[config.mk]
export PLATFORM = sky130hd
export DESIGN_NAME = systolic1x4_feeder_flat
export DESIGN_NICKNAME = d
export VERILOG_FILES = /design/src/rtl/systolic1x4_feeder_if.sv /design/src/rtl/systolic1x4_feeder.sv /design/src/flat_wrapper.sv
export SDC_FILE = /design/constraint.sdc
export NUM_CORES = 2
export LEC_CHECK = 0
export CORE_MARGIN = 4
export CORE_UTILIZATION = 45
export DETAILED_ROUTE_END_ITERATION = 6
export PLACE_DENSITY = 0.69
export SLEW_MARGIN = 10
export SYNTH_ARGS = -nofsm -noshare
export SYNTH_HDL_FRONTEND = slang
export SYNTH_SLANG_ARGS = --single-unit
[constraint.sdc]
create_clock -name clk -period 17.25 [get_ports clk]
set_clock_uncertainty 0.2 [all_clocks]
set_input_delay 5.175 -clock clk [delete_from_list [all_inputs] [get_ports clk]]
set_output_delay 5.175 -clock clk [all_outputs]
set_load 0.1 [all_outputs]
[src/rtl/systolic1x4_feeder_if.sv]
// Feeder bus: buffer write port and run control from the host side,
// skewed operand stream and run status toward the PE row.
interface systolic1x4_feeder_if #(
    parameter int DATA_W = 16,
    parameter int ADDR_W = 4
);
    logic                  wr_en;
    logic [ADDR_W-1:0]     wr_addr;
    logic [DATA_W-1:0]     wr_b;
    logic [4*DATA_W-1:0]   wr_a;
    logic [ADDR_W:0]       len;
    logic                  start;
    logic                  arr_rst;
    logic [DATA_W-1:0]     b0;
    logic [DATA_W-1:0]     a0;
    logic [DATA_W-1:0]     a1;
    logic [DATA_W-1:0]     a2;
    logic [DATA_W-1:0]     a3;
    logic                  busy;
    logic                  done;

    modport master (
        output wr_en, wr_addr, wr_b, wr_a, len, start,
        input  arr_rst, b0, a0, a1, a2, a3, busy, done
    );

    modport slave (
        input  wr_en, wr_addr, wr_b, wr_a, len, start,
        output arr_rst, b0, a0, a1, a2, a3, busy, done
    );
endinterface

[src/rtl/systolic1x4_feeder.sv]
// Operand feeder and skew stage for a 1x4 systolic PE row.
// Buffers up to DEPTH operand vectors, clears the array, streams B into b0
// and delays lane i of A by i cycles so it meets its B at PE i.
//
// state  | meaning
// -------+------------------------------------------------------------
// IDLE   | waiting for start; buffer writes accepted
// CLEAR  | arr_rst high for one cycle, data outputs zero
// STREAM | t < len_q: buffer entries read and pushed into the lanes
// DRAIN  | three cycles of zeros fed while the skew chains empty
// DONE   | done pulse, array results final
module systolic1x4_feeder #(
    parameter int DATA_W = 16,
    parameter int DEPTH  = 16,
    parameter int ADDR_W = 4
) (
    input  logic clk,
    input  logic rst,
    systolic1x4_feeder_if.slave bus
);
    typedef enum logic [2:0] {
        S_IDLE,
        S_CLEAR,
        S_STREAM,
        S_DRAIN,
        S_DONE
    } state_t;

    localparam logic [ADDR_W:0] DEPTH_L = (ADDR_W+1)'(DEPTH);

    state_t              state_q;
    logic [ADDR_W:0]     len_q;
    logic [ADDR_W+1:0]   t_q;
    logic                arr_rst_q;
    logic                busy_q;
    logic                done_q;

    logic [DATA_W-1:0]   mem_b [DEPTH];
    logic [4*DATA_W-1:0] mem_a [DEPTH];

    logic [DATA_W-1:0]   b0_q, a0_q, a1_q, a2_q, a3_q;
    logic [DATA_W-1:0]   d1_q, d2a_q, d2b_q, d3a_q, d3b_q, d3c_q;

    logic [ADDR_W:0]     len_clamp;
    logic [ADDR_W+1:0]   t_last;
    logic                fetch_ok;
    logic                advance;
    logic [ADDR_W-1:0]   rd_idx;
    logic [DATA_W-1:0]   f_b;
    logic [4*DATA_W-1:0] f_a;

    // Length clamp, end-of-run compare and the buffer read feeding the lanes.
    // t_q is the stream cycle being produced at the next edge.
    always_comb begin
        len_clamp = (bus.len > DEPTH_L) ? DEPTH_L : bus.len;
        t_last    = {1'b0, len_q} + (ADDR_W+2)'(3);
        fetch_ok  = t_q < {1'b0, len_q};
        rd_idx    = t_q[ADDR_W-1:0];
        advance   = ((state_q == S_CLEAR) && (len_q != '0)) ||
                    (((state_q == S_STREAM) || (state_q == S_DRAIN)) && (t_q != t_last));
        f_b = '0;
        f_a = '0;
        if (fetch_ok) begin
            f_b = mem_b[rd_idx];
            f_a = mem_a[rd_idx];
        end
    end

    // Operand buffer; writes only in IDLE so a run sees stable data.
    always_ff @(posedge clk) begin
        if (!rst && bus.wr_en && (state_q == S_IDLE)) begin
            mem_b[bus.wr_addr] <= bus.wr_b;
            mem_a[bus.wr_addr] <= bus.wr_a;
        end
    end

    // Control FSM with registered status outputs.
    always_ff @(posedge clk) begin
        if (rst) begin
            state_q   <= S_IDLE;
            len_q     <= '0;
            t_q       <= '0;
            arr_rst_q <= 1'b0;
            busy_q    <= 1'b0;
            done_q    <= 1'b0;
        end else begin
            case (state_q)
                S_IDLE: begin
                    done_q <= 1'b0;
                    if (bus.start) begin
                        state_q   <= S_CLEAR;
                        len_q     <= len_clamp;
                        t_q       <= '0;
                        arr_rst_q <= 1'b1;
                        busy_q    <= 1'b1;
                    end
                end
                S_CLEAR: begin
                    arr_rst_q <= 1'b0;
                    if (len_q == '0) begin
                        state_q <= S_DONE;
                        done_q  <= 1'b1;
                    end else begin
                        state_q <= S_STREAM;
                        t_q     <= t_q + (ADDR_W+2)'(1);
                    end
                end
                S_STREAM, S_DRAIN: begin
                    if (t_q == t_last) begin
                        state_q <= S_DONE;
                        done_q  <= 1'b1;
                    end else begin
                        state_q <= fetch_ok ? S_STREAM : S_DRAIN;
                        t_q     <= t_q + (ADDR_W+2)'(1);
                    end
                end
                S_DONE: begin
                    done_q  <= 1'b0;
                    busy_q  <= 1'b0;
                    state_q <= S_IDLE;
                end
                default: state_q <= S_IDLE;
            endcase
        end
    end

    // Data path: lane i passes through i extra registers before its output.
    // Outside streaming everything, including the skew chains, is held at zero.
    always_ff @(posedge clk) begin
        if (rst || !advance) begin
            b0_q  <= '0;
            a0_q  <= '0;
            a1_q  <= '0;
            a2_q  <= '0;
            a3_q  <= '0;
            d1_q  <= '0;
            d2a_q <= '0;
            d2b_q <= '0;
            d3a_q <= '0;
            d3b_q <= '0;
            d3c_q <= '0;
        end else begin
            b0_q  <= f_b;
            a0_q  <= f_a[DATA_W-1:0];
            d1_q  <= f_a[2*DATA_W-1:DATA_W];
            a1_q  <= d1_q;
            d2a_q <= f_a[3*DATA_W-1:2*DATA_W];
            d2b_q <= d2a_q;
            a2_q  <= d2b_q;
            d3a_q <= f_a[4*DATA_W-1:3*DATA_W];
            d3b_q <= d3a_q;
            d3c_q <= d3b_q;
            a3_q  <= d3c_q;
        end
    end

    assign bus.arr_rst = arr_rst_q;
    assign bus.busy    = busy_q;
    assign bus.done    = done_q;
    assign bus.b0      = b0_q;
    assign bus.a0      = a0_q;
    assign bus.a1      = a1_q;
    assign bus.a2      = a2_q;
    assign bus.a3      = a3_q;
endmodule

[src/flat_wrapper.sv]
// flat-port wrapper written by rule: the top's interface ports become plain ports
module systolic1x4_feeder_flat 
#(
    parameter int DATA_W = 16,
    parameter int DEPTH  = 16,
    parameter int ADDR_W = 4
)
  (clk, rst, bus_wr_en, bus_wr_addr, bus_wr_b, bus_wr_a, bus_len, bus_start, bus_arr_rst, bus_b0, bus_a0, bus_a1, bus_a2, bus_a3, bus_busy, bus_done);
  systolic1x4_feeder_if #(.DATA_W(DATA_W), .ADDR_W(ADDR_W)) bus_i ();
  input  logic clk;
  input  logic rst;
  input wire logic [$bits(bus_i.wr_en)-1:0] bus_wr_en;
  input wire logic [$bits(bus_i.wr_addr)-1:0] bus_wr_addr;
  input wire logic [$bits(bus_i.wr_b)-1:0] bus_wr_b;
  input wire logic [$bits(bus_i.wr_a)-1:0] bus_wr_a;
  input wire logic [$bits(bus_i.len)-1:0] bus_len;
  input wire logic [$bits(bus_i.start)-1:0] bus_start;
  output wire logic [$bits(bus_i.arr_rst)-1:0] bus_arr_rst;
  output wire logic [$bits(bus_i.b0)-1:0] bus_b0;
  output wire logic [$bits(bus_i.a0)-1:0] bus_a0;
  output wire logic [$bits(bus_i.a1)-1:0] bus_a1;
  output wire logic [$bits(bus_i.a2)-1:0] bus_a2;
  output wire logic [$bits(bus_i.a3)-1:0] bus_a3;
  output wire logic [$bits(bus_i.busy)-1:0] bus_busy;
  output wire logic [$bits(bus_i.done)-1:0] bus_done;
  assign bus_i.wr_en = bus_wr_en;
  assign bus_i.wr_addr = bus_wr_addr;
  assign bus_i.wr_b = bus_wr_b;
  assign bus_i.wr_a = bus_wr_a;
  assign bus_i.len = bus_len;
  assign bus_i.start = bus_start;
  assign bus_arr_rst = bus_i.arr_rst;
  assign bus_b0 = bus_i.b0;
  assign bus_a0 = bus_i.a0;
  assign bus_a1 = bus_i.a1;
  assign bus_a2 = bus_i.a2;
  assign bus_a3 = bus_i.a3;
  assign bus_busy = bus_i.busy;
  assign bus_done = bus_i.done;
  systolic1x4_feeder #(.DATA_W(DATA_W), .DEPTH(DEPTH), .ADDR_W(ADDR_W)) u_core (.clk(clk), .rst(rst), .bus(bus_i));
endmodule
==> impl_metrics.ini <==
[status]
run_status = finished clean

[clock_tree]
clock_insertion_delay_worst_skew_ns = 0.73
ctsHoldBuffers = 0
clkSinkCount = 1473
cts_tree = done
cts.reportedPaths.clkPinSlew_ns = 0.06
cts-root-to-sink-buffers = 3
postCtsSetupRepairBufs = 0
numCtsBuffers = 147
cts-htree-levels = 4
cts-resized-gates = 0
clk_root_buffer_cell = sky130_fd_sc_hd__clkbuf_16

[logic_synthesis]
syn_inst = 2291
ys_async_sr_fraction_pct = 0
synthFlopType = sky130_fd_sc_hd__edfxtp_1
area_of_the_mapped_netlist_sq_mm = 0.0537
ys_types = 43
postSynthRegisterBits = 1473
synth_seq_area_share_pct = 78.8
post_synth.cell_area_avg_sq_um = 23.4
post_syn_nets = 2391
number_of_synthesis_warnings = 0
post_synth_edffs = 1280

[critical_path]
crit_arrival_ns = 8.73
crit_fanout = 55
critical_path_class = in -> reg
endpoint_kind_of_the_worst_setup_timing_path = flip-flop
timing.critical_path.from_type = input port
worst-endpoint-required_ns = 17.39

[power]
power_uw = 7370
total_leakage_power_uw = 0.0190
internal-power_uw = 5890
worst_ir_drop_vdd_mv = 0.0868
power.switching_uw = 1480
seqPwrFrac_pct = 53.1
swShare_pct = 20.1
total_power_divided_by_cell_area_mw_per_mm2 = 119
comb_power_share_pct = 4.6
power_frac_clock_pct = 42.3

[drt]
drt_drc_violations_left = 0
drt-initial-drc-count = 2286
detail_routed_net_length_per_standard_cell_microns = 26.7
routed_wirelength_microns = 113000
drt_first_pass_iters = 7
dr_total_vias = 23900
antenna_left = 0
ratio_of_routed_vias_to_standard_cells = 5.68

[placed_design]
dp_hpwl_microns = 60800
gp_congestion = 0.731
place.port_buffers = 175
postPlaceCellArea_sq_mm = 0.0574

[global_routing]
gr-usage-all-layers_pct = 18.2
grt_first_pass_wirelength_microns = 169000
initial_antenna_violation_count = 15
first_global_vias = 25300
grt_start_max_net_pins = 117
global_route.overflow_total = 0

[final_layout]
drive_above_1_share_pct = 25.9
postLayoutCellArea_sq_mm = 0.0622
areaGrowthSynthToFinish_pct = 15.8
fillers = 8832
seq_area_sq_mm = 0.0423
layout.cells.most_common = sky130_fd_sc_hd__edfxtp_1
highest_count_cells_in_the_layout_ignoring_fill_and_taps = sky130_fd_sc_hd__edfxtp_1 (1,280), sky130_fd_sc_hd__mux4_2 (400), sky130_fd_sc_hd__dfxtp_1 (189)
layout.nets = 2645
multi_input_combinational_cell_area_sq_mm = 0.0110

[min_path]
min_path_type = reg -> reg

[floorplan]
floorplan.core_area_sq_mm = 0.118
num_rows = 126
initial_utilization_pct = 45.4
die_area_sq_mm = 0.125
dieWidth_microns = 353
die_height_microns = 353
io_pins = 176

[timing]
maxSlewHeadroom_pct = 28.0
timing_hold_violations_final = 0
clock.fmax_ghz = 0.116
worst_slew_pin_slew_ns = 1.08
layout_min_cycle_time_ns = 8.58
timing.final.max_slew_violations = 0
setup_viol_count_final = 0
rsz_0062_raised_after_global_routing = false
period_share_pct = 49.8
aggregate_negative_setup_slack_ns = 0

[job]
max_cap_viol_count = 0
==> routing by layer <==
metal / routed length, microns / up-vias / track usage (%)
met3: 7780 / 171 / 3.99
met1: 46600 / 12900 / 25.3
met2: 55900 / 832 / 29.8
met4: 2290 / 4 / 4.55
li1: - / 10000 / -
met5: 23 / - / 0
==> sequential cells by signal, summed over array words and instances, names as in the netlist <==
name	cells
u_core.d3a_q	16
u_core.mem_b	256
u_core.t_q	6
u_core.d1_q	16
u_core.bus.b0	16
u_core.bus.done	1
u_core.bus.a3	16
u_core.d3b_q	16
u_core.mem_a	1024
u_core.bus.busy	1
u_core.d2b_q	16
u_core.len_q	5
u_core.bus.a1	16
u_core.bus.a2	16
u_core.d2a_q	16
u_core.bus.a0	16
u_core.state_q	3
u_core.bus.arr_rst	1
u_core.d3c_q	16
==> layout make-up <==
class                      count  area share [%]
multi-input combinational    694            17.7
inverter                       9          0.0543
clock buffer                 214            6.82
sequential                  1473            68.1
clock inverter                55           0.855
tap                         1536            3.09
timing repair buffer         220            3.40
antenna                       10          0.0402
==> Yosys cell counts (all sizes together), types with 2 or more instances <==
cell | instances | share of area (%)
a211oi | 2 | 0.028
a21oi | 11 | 0.11
a22o | 2 | 0.033
and2 | 96 | 1.1
buf | 55 | 0.50
clkbuf | 60 | 0.42
dfxtp | 193 | 7.2
edfxtp | 1280 | 72
ha | 7 | 0.16
inv | 9 | 0.063
mux4 | 400 | 17
nand2 | 11 | 0.077
nand2b | 2 | 0.023
nand3 | 8 | 0.075
nand3b | 2 | 0.028
nor2 | 29 | 0.20
nor2b | 82 | 0.96
nor3 | 7 | 0.065
nor3b | 4 | 0.056
nor4 | 2 | 0.035
o21a | 2 | 0.028
o21ai | 4 | 0.037
o22ai | 2 | 0.023
o2bb2ai | 2 | 0.033
or3 | 2 | 0.033
xnor2 | 4 | 0.065
xor2 | 2 | 0.033
==> worst max-delay path, cell delays in order <==
cell	delay, ns
sky130_fd_sc_hd__clkdlybuf4s50_1	0.76
sky130_fd_sc_hd__nor2_1	0.21
sky130_fd_sc_hd__nand3_1	0.25
sky130_fd_sc_hd__or3_1	0.55
sky130_fd_sc_hd__nor2_4	0.79
sky130_fd_sc_hd__buf_4	0.87
==> cell families after synthesis <==
| family | count (synthesis) | share of synthesized area [%] |
|---|---|---|
| mux | 402 | 16.8 |
| simple gates | 247 | 2.70 |
| xor+xnor | 7 | 0.140 |
| flops | 1473 | 78.8 |
| buf+inv | 124 | 0.981 |
| fa+ha+maj | 7 | 0.163 |
| compound gates | 31 | 0.396 |
==> final timing paths <==
check / start / endpoint / slack, ns / cells past startpoint
max: rst / u_core.mem_a[1][63] / 8.67 / 6
min: u_core.d2a_q[5] / u_core.d2b_q[5] / 0.21 / 1
max reg2reg: u_core.t_q[0] / u_core.d1_q[7] / 12.93 / 9
min reg2reg: u_core.d2a_q[5] / u_core.d2b_q[5] / 0.21 / 1
==> power by group through the flow <==
stage / Clock (uW) / Combinational (uW) / Sequential (uW)
final: 3120 / 336 / 3910
after detailed placement: 0 / 342 / 3990
after global routing: 3340 / 363 / 3910
after CTS: 3190 / 343 / 3910
after global placement: 0 / 332 / 3990
after floorplan: 0 / 210 / 4000
==> per-stage QoR <==
| step | hold slack [ns] | util, % | setup WS, ns | std cells |
|---|---|---|---|---|
| after floorplan | 0.206 | - | 5.08 | 2291 |
| after global placement | 0.210 | 48.5 | 7.99 | 3932 |
| after detailed placement | 0.211 | 48.5 | 7.93 | 3932 |
| after CTS | 0.206 | 52.6 | 8.72 | 4201 |
| after global routing | 0.227 | 52.6 | 8.50 | 4203 |
| final | 0.208 | 52.6 | 8.67 | 4211 |
No activity file was read; power rests on OpenSTA's default activity.
